## src/rtl/timer_kick_master.sv

```systemverilog
// timer_kick_master: Avalon-MM initiator that starts, kicks and services the watchdog timer.
// TIMER_KICK_MASTER_STATUS_LOG_EN adds status_last and skips the clear when the captured timeout bit is 0.
module timer_kick_master #(
  parameter int          KICK_INTERVAL = 400,
  parameter logic [15:0] CTRL_WORD     = 16'h0005,
  parameter int          CNT_W         = 8
) (
  input  logic             clk,
  input  logic             reset,
  input  logic             start,
  input  logic             kick_en,
  input  logic             irq,
  output logic [2:0]       m_address,
  output logic             m_chipselect,
  output logic             m_write_n,
  output logic             m_read_n,
  output logic [15:0]      m_writedata,
  input  logic [15:0]      m_readdata,
  output logic             busy,
  output logic             timeout_pulse,
`ifdef TIMER_KICK_MASTER_STATUS_LOG_EN
  output logic [1:0]       status_last,
`endif
  output logic [CNT_W-1:0] timeout_count
);
  localparam int KW = $clog2(KICK_INTERVAL + 1);
  localparam logic [KW-1:0] RELOAD = KW'(KICK_INTERVAL - 1);
  typedef enum logic [2:0] {IDLE, CFG, RUN, KICK, RD_STAT, RD_WAIT, CLR} state_t;
  state_t state, nxt;
  logic [KW-1:0] cnt;
  logic clr_go;
  logic unused_rd;
  assign unused_rd = ^m_readdata;
`ifdef TIMER_KICK_MASTER_STATUS_LOG_EN
  assign clr_go = m_readdata[0];
`else
  assign clr_go = 1'b1;
`endif
  always_comb begin
    nxt = state;
    case (state)
      IDLE:    nxt = start ? CFG : IDLE;
      CFG:     nxt = RUN;
      KICK:    nxt = RUN;
      RUN:     nxt = irq ? RD_STAT : (cnt == '0 && kick_en) ? KICK : RUN;
      RD_STAT: nxt = RD_WAIT;
      RD_WAIT: nxt = clr_go ? CLR : RUN;
      CLR:     nxt = RUN;
      default: nxt = IDLE;
    endcase
  end
  always_ff @(posedge clk) begin
    if (reset) begin
      state         <= IDLE;
      cnt           <= '0;
      m_address     <= '0;
      m_chipselect  <= 1'b0;
      m_write_n     <= 1'b1;
      m_read_n      <= 1'b1;
      m_writedata   <= '0;
      busy          <= 1'b0;
      timeout_pulse <= 1'b0;
      timeout_count <= '0;
`ifdef TIMER_KICK_MASTER_STATUS_LOG_EN
      status_last   <= 2'b00;
`endif
    end else begin
      state         <= nxt;
      m_chipselect  <= nxt inside {CFG, KICK, RD_STAT, CLR};
      m_write_n     <= !(nxt inside {CFG, KICK, CLR});
      m_read_n      <= nxt != RD_STAT;
      m_address     <= nxt == CFG ? 3'd1 : nxt == KICK ? 3'd2 : 3'd0;
      m_writedata   <= nxt == CFG ? CTRL_WORD : 16'h0000;
      busy          <= nxt != IDLE;
      timeout_pulse <= state == CLR;
      if (state == CLR && timeout_count != '1)
        timeout_count <= timeout_count + CNT_W'(1);
      // a kick that fell due during irq service stays pending through CLR
      cnt <= (state == CFG || state == KICK) ? RELOAD :
             state == CLR ? (cnt == '0 ? '0 : RELOAD) :
             (state == RUN && !irq && cnt != '0) ? cnt - KW'(1) : cnt;
`ifdef TIMER_KICK_MASTER_STATUS_LOG_EN
      if (state == RD_WAIT)
        status_last <= m_readdata[1:0];
`endif
    end
  end
endmodule

```

## config.mk

```make
export PLATFORM = sky130hd
export DESIGN_NAME = timer_kick_master
export DESIGN_NICKNAME = d
export VERILOG_FILES = /design/src/rtl/timer_kick_master.sv
export SDC_FILE = /design/constraint.sdc
export NUM_CORES = 1
export LEC_CHECK = 0
export CAP_MARGIN = 20
export CORE_UTILIZATION = 45
export DETAILED_ROUTE_END_ITERATION = 7
export GPL_ROUTABILITY_DRIVEN = 0
export PLACE_DENSITY_LB_ADDON = 0.2
export SETUP_SLACK_MARGIN = 0.2
export SKIP_CTS_REPAIR_TIMING = 1
export SYNTH_ARGS = -nofsm -noshare
export SYNTH_HDL_FRONTEND = slang
export SYNTH_SLANG_ARGS = --single-unit
```

## constraint.sdc

```tcl
create_clock -name clk -period 2.5 [get_ports clk]
set_input_delay 0.5 -clock clk [delete_from_list [all_inputs] [get_ports clk]]
set_output_delay 0.5 -clock clk [all_outputs]
set_load 0.01 [all_outputs]
```

After elaboration in Yosys (flattened, before gate mapping). Index checks and enable logic that the tools add are counted.

Logic and storage cells: 55. Bits of input ports: 21. RAM bits: 0. Memory bits (read-only): 0. Output and inout bits: 32. Memories kept: 0. Register bits after elaboration: 43. Latch bits: 0.

Shifts and indexed selects: 0. Multipliers: 0. Reductions and logical operators: 18. Equality and inequality tests: 12. Divide/modulo/power cells: 0. Add/sub/neg operators: 2. Mux-type cells: 11. Magnitude comparators: 0. Bitwise logic cells: 0.

Operators by type and width (count): 9-bit two-way mux (4); 3-bit == test (second input constant) (5); 3-bit case mux with 5 select lines (1); 3-bit by 2-bit == test with 1-bit output (second input constant) (3); 9-bit zero test (1); 3-bit nonzero test (3); 9-bit nonzero test (1); 9-bit by 1-bit subtractor with 9-bit output (second input constant) (1); 8-bit by 1-bit adder with 8-bit output (second input constant) (1); 8-bit != test (second input constant) (1); 3-bit by 1-bit == test with 1-bit output (second input constant) (2); 3-bit two-way mux (2); 1-bit logical AND (4); 4-bit nonzero test (1); 2-bit OR reduction (2); 3-bit zero test (1); 1-bit two-way mux (3); 3-bit != test (second input constant) (1); 3-bit OR reduction (1); 1-bit zero test (2); 2-bit two-way mux (1); 2-bit nonzero test (1); 1-bit logical OR (1).

Longest topological paths before layout. Gate-level depths: netlist of the first run.

Depth after elaboration: 8. Depth in mapped cells: 10. Mapped depth without buffers: 9.

Worst setup path before layout of the first run. No wires, ideal clock.

Path type: flip-flop to flip-flop. From: register cnt[0]. To: register m_write_n. Stages on the path, launching flop included: 11. Setup time: 125 ps. Data required time: 2375 ps. Slack: 479 ps. Period minus slack after synthesis: 2021 ps. Path buffers: 1. Arrival time: 1896 ps. Cell sequence: dfxtp_1 > inv_1 > ha_1 > or4b_1 > buf_6 > or2_1 > o32a_1 > inv_1 > ha_1 > nand2b_1 > o41a_1.

Cells in the longest elaborated chain, start to end: 8. Elaborated cells on any way between the ends: 10. Classes of those cells: eq/ne: 3; mux: 3; reduce/logical: 4.

Ends and longest elaborated chain: start, declared (line 30) `logic [KW-1:0] cnt;`; start signal, assigned (line 79) `cnt <= (state == CFG || state == KICK) ? RELOAD :`; 9-bit zero test (*) (line 45) `RUN: nxt = irq ? RD_STAT : (cnt == '0 && kick_en) ? KICK : RUN;`; 1-bit logical AND (*) (line 45); 1-bit two-way mux (*) (line 45); 3-bit two-way mux (*) (line 45); 3-bit case mux with 5 select lines (*) (line 41) `case (state)`; net nxt[0] (line 29) `state_t state, nxt;`; 3-bit by 1-bit == test with 1-bit output, or another cell as far along (line 70) `m_write_n <= !(nxt inside {CFG, KICK, CLR});`; 3-bit nonzero test (*) (line 70); 1-bit zero test (*) (line 70); end signal, assigned (line 70); end, declared (line 15) `output logic m_write_n,`.

Mark *: on every way through the listed nets, which the timed path passes. The rest lies on a longest branch. A chain may end at the register's enable or synchronous reset.

Worst setup path after layout of the first run. Ends and elaborated chain as after synthesis.

==> results by group, run 1 <==
Placement
  • Placed Cells: 231
  • DP HPWL: 2110 µm
  • Port-buffer cells: 21

Clocking
  • Worst skew pair latency: 0.34 ns
  • Clk slew on worst S/H paths: 0.15 ns
  • CTS Buffer Depth: 2
  • CTS H-Tree Depth: 1
  • CTS buffer count: 3
  • CTS root buf: clkbuf_4
  • Clock sink count: 27
  • CTS tree: done

STA
  • TNS Setup: 0 ns
  • Tmin final: 2.12 ns
  • Period utilization: 85.0%
  • Final Max Tran Viols: 0
  • Max_slew headroom: 59.3%
  • Final setup violation count: 0
  • Fmax: 471 MHz
  • Least-Margin Pin Slew: 0.609 ns
  • Final hold vios: 0
  • Final Skew: 0.00392 ns
  • RSZ-0062 raised after global routing: false

Detailed routing
  • Vias/cell: 5.28
  • Drt total wl: 2960 µm
  • Wirelength per Cell: 12.6 µm
  • DRC Markers: 0
  • DR vias: 1,241
  • First-pass detailed-route iteration total: 4
  • Routed Antenna Nets: 0
  • DR iter-0 viols: 29

Yosys
  • Synth cell types: 49
  • Cell Area, Synth: 1540 µm²
  • Ys async rst share: 0%
  • Number of enable flip-flop cells after synthesis: 0
  • Mapped Cells: 175
  • FF+latch count, synth: 27
  • Main synth FF type: dfxtp_1
  • Avg Cell Area, Syn: 8.79 µm²
  • Sequential cell area fraction in the yosys report: 35.2%
  • Yosys warning count: 0

GRT
  • Number of global-route vias before repair: 1,147
  • GRT overflow: 0
  • Pin count of the biggest net entering global routing: 18
  • All-Layer GR Usage: 18.1%
  • Global-route wire length before repair: 5030 µm
  • Initial antenna violation count: 0

Flow run
  • Max-cap violations: 0

Setup path
  • Worst-path fanout max: 8
  • CP Class: reg2reg
  • Crit path required time: 2.75 ns
  • Crit path DAT: 2.37 ns
  • CP Launch Type: flop
  • Setup crit end kind: flop

Finish
  • Total Nets Final: 217
  • Final Non-Filler Cells: 235
  • Commonest cells after routing, fill and taps aside: 27 x dfxtp_1, 21 x clkdlybuf4s50_1, 15 x conb_1
  • Antenna diode count: 0
  • Layout cells sized above 1: 9.42%
  • Area grow syn2layout: 12.4%
  • Commonest non-fill, non-tap cell in the layout: dfxtp_1

Die
  • Die Span Y: 60.5 µm
  • Ports: 53
  • Die Area: 3650 µm²
  • Die Wd: 60.5 µm
  • Site Rows: 20
  • Core box area: 3150 µm²
  • Initial Utilization: 48.8%

Status
  • Status: completed

Pwr
  • Leak Pwr: 0.635 nW
  • Pwr/cell area: 518 nW/µm²
  • VDD IR max: 0.258 mV

Worst hold path
  • Worst hold path type: reg2reg
## Yosys cell counts, types with 5 or more instances
library cell  instances  area, µm²
nand2_1               5       18.8
inv_1                 6       22.5
o211ai_1              5       37.5
a21oi_1               9       45.0
xor2_1                6       52.6
buf_4                17        128
nor3_1               11       55.1
nand3_1               7       35.0
dfxtp_1              27        541
nor2_1               14       52.6
## critical path, cell delays in order, from the launching register on
cell	delay, ns
dfxtp_1	0.37
inv_1	0.09
ha_1	0.14
or4b_1	0.60
or2_1	0.29
o32a_1	0.19
inv_1	0.07
ha_1	0.13
nand2b_1	0.05
o41a_1	0.10
## area by class of cell
cell class | count | area (µm²)
Clock inverter | 1 | 5.00
Multi-Input combinational cell | 129 | 842
Inverter | 6 | 22.5
Timing Repair Buffer | 25 | 240
Sequential cell | 27 | 541
Fill cell | 305 | 1430
Clock buffer | 3 | 22.5
Tap cell | 44 | 55.1
## state kept, by name, indices dropped and copies added, names as in the netlist
register and count:
cnt 9, m_address 1, state 3, timeout_count 8, busy 1, timeout_pulse 1, m_write_n 1, m_writedata 1
m_chipselect 1, m_read_n 1
## power by group
part	internal, mW	switching, mW
clock network	0.0603	0.139
registers	0.455	0.0265
logic	0.0953	0.118
total	0.611	0.284
## metrics by stage
step	total power, mW	hold slack, ns	area [µm²]	worst slack, ns	utilization (%)
global placement	0.696	0.492	1700	0.400	53.9
floorplan	0.678	0.466	1590	0.479	-
CTS	0.903	0.522	1730	0.360	54.8
detailed placement	0.703	0.503	1700	0.384	53.9
global route	0.950	0.540	1730	0.280	54.8
finish	0.895	0.519	1730	0.375	54.8
## cells by family (layout without fill, tap and decap cells)
kind of cell    Yosys count  count (layout)  share of synthesized area [%]
buf+inv                  33              35                           13.5
simple gates             66              66                           25.6
xor+xnor                  7               7                           3.99
mux                       2               2                           1.30
fa+ha+maj                 4               4                           3.25
other cells               1              15                          0.244
flops                    27              27                           35.2
compound gates           35              35                           16.9
## routing by layer
layer,track usage (%),wire [µm]
met1,23.0,1390
met2,30.8,1420
met3,2.56,97
met4,7.79,47
met5,0,0
## path summary, 6_finish.rpt
path	from	to	slack, ns	cells after the start
max	cnt[0]$_SDFFE_PP0P_	m_write_n$_SDFF_PP1_	0.38	9
min	cnt[1]$_SDFFE_PP0P_	cnt[1]$_SDFFE_PP0P_	0.52	2
max reg2reg	cnt[0]$_SDFFE_PP0P_	m_write_n$_SDFF_PP1_	0.38	9
min reg2reg	cnt[1]$_SDFFE_PP0P_	cnt[1]$_SDFFE_PP0P_	0.52	2
Power figures use the tool's default switching activity.
==> run 2, diff against run 1 <==
==> constraint.sdc (replaced) <==
create_clock -name clk -period 2.1 [get_ports clk]
set_input_delay 0.42 -clock clk [delete_from_list [all_inputs] [get_ports clk]]
set_output_delay 0.42 -clock clk [all_outputs]
set_load 0.01 [all_outputs]
==> run 2 against run 1 <==
Power is 22% higher. Die area stayed put. Highest routed layer unchanged. Maximum frequency is 11% higher. Setup slack worse by 0.19 ns. Non-clock buffer count is 4 higher.
==> results by group, run 2 (synthesis results as in run 1) <==
Pwr
  • Psw: 0.346 mW
  • Sw Share: 31.6%
  • Sequential Power Share: 52.9%
  • Pwr Total: 1.09 mW
  • Leak Pwr: 0.654 nW
  • Cell internal pwr: 0.747 mW
  • Logic pwr share: 25.6%
  • VDD IR max: 0.314 mV
  • Pwr/cell area: 614 nW/µm²
  • Clock share of power: 21.6%

Setup path
  • Crit path DAT: 2.16 ns
  • CP Launch Type: flop
  • CP Class: reg2reg
  • Worst-path fanout max: 5
  • Setup crit end kind: flop
  • Crit path required time: 2.34 ns

GRT
  • All-Layer GR Usage: 19.9%
  • GRT overflow: 0
  • Global-route wire length before repair: 5470 µm
  • Initial antenna violation count: 0
  • Pin count of the biggest net entering global routing: 17
  • Number of global-route vias before repair: 1,221

STA
  • Hold_ws: 0.507 ns
  • Period utilization: 91.4%
  • TNS Setup: 0 ns
  • RSZ-0062 raised after global routing: true
  • Final Skew: 0.00517 ns
  • Fmax: 521 MHz
  • Final hold vios: 0
  • Final Max Tran Viols: 0
  • Worst Setup Slack, final: 0.181 ns
  • Tmin final: 1.92 ns
  • Final setup violation count: 0

Finish
  • Final Non-Filler Cells: 239
  • Total Nets Final: 221
  • Commonest non-fill, non-tap cell in the layout: dfxtp_1
  • Antenna diode count: 0
  • Commonest cells after routing, fill and taps aside: 23 x dfxtp_1, 21 x clkdlybuf4s50_1, 15 x conb_1
  • Top Registers: cnt (9), timeout_count (8), state (3)
  • Final core occ: 56.4%
  • Largest Register: cnt
  • Design area: 1780 µm²
  • Layout cells sized above 1: 15.9%
  • Max reg flops: 9
  • Area grow syn2layout: 15.7%

Detailed routing
  • Vias/cell: 5.37
  • Routed Antenna Nets: 0
  • Wirelength per Cell: 13.3 µm
  • DR vias: 1,284
  • DR iter-0 viols: 16
  • DRC Markers: 0
  • Drt total wl: 3190 µm
  • First-pass detailed-route iteration total: 4

Worst hold path
  • Worst hold path type: reg2reg

Die
  • Die Area: 3650 µm²
  • Initial Utilization: 48.8%
  • Ports: 53
  • Core box area: 3150 µm²
  • Die Span Y: 60.5 µm
  • Die Wd: 60.5 µm
  • Site Rows: 20

Clocking
  • CTS buffer count: 3
  • Clk slew on worst S/H paths: 0.15 ns
  • CTS root buf: clkbuf_4
  • CTS tree: done
  • Worst skew pair latency: 0.33 ns
  • Clock sink count: 27
  • CTS H-Tree Depth: 1
  • CTS Buffer Depth: 2

Placement
  • Placed Cells: 233
  • Dpl ws: 0.139 ns
  • DP HPWL: 2320 µm
  • Area of placed instances: 1720 µm²
  • Port-buffer cells: 21

Status
  • Status: completed

Flow run
  • Max-cap violations: 0
==> run 2: worst max-delay path: stages, from the launching register on <==
cell and delay (ns):
dfxtp_2 0.38, inv_2 0.06, ha_1 0.13, or4b_4 0.48, buf_4 0.18, o21ai_4 0.20
nand2_1 0.11, a2111oi_2 0.30
==> run 2: final cells by class <==
class / instances / area (µm²)
fill: 309 / 1370
multi-input combinational: 129 / 856
sequential: 27 / 546
timing repair buffer: 29 / 270
tap: 44 / 55.1
clock buffer: 3 / 22.5
inverter: 6 / 22.5
clock inverter: 1 / 7.51
==> run 2: worst paths after layout <==
| kind | startpoint | end | slack, ns | cells after the start |
|---|---|---|---|---|
| worst max-delay path | cnt[0]$_SDFFE_PP0P_ | cnt[8]$_SDFFE_PP0P_ | 0.18 | 7 |
| worst max register to register | cnt[0]$_SDFFE_PP0P_ | cnt[8]$_SDFFE_PP0P_ | 0.18 | 7 |
| worst min-delay path | cnt[1]$_SDFFE_PP0P_ | cnt[1]$_SDFFE_PP0P_ | 0.51 | 2 |
| worst min register to register | cnt[1]$_SDFFE_PP0P_ | cnt[1]$_SDFFE_PP0P_ | 0.51 | 2 |
==> run 2: power groups by stage <==
stage / Combinational (mW) / Sequential [mW] / Clock (mW)
final: 0.279 / 0.578 / 0.236
after global routing: 0.309 / 0.583 / 0.269
after CTS: 0.266 / 0.576 / 0.246
after detailed placement: 0.264 / 0.587 / 0
after global placement: 0.258 / 0.584 / 0
after floorplan: 0.232 / 0.577 / 0
==> run 2: routing by layer <==
layer | up-vias | GRT usage, % | wire length, µm
li1 | 637 | - | -
met1 | 608 | 25.1 | 1400
met2 | 37 | 34.7 | 1630
met3 | 2 | 2.77 | 135
met4 | 0 | 7.14 | 21
met5 | - | 0 | 0
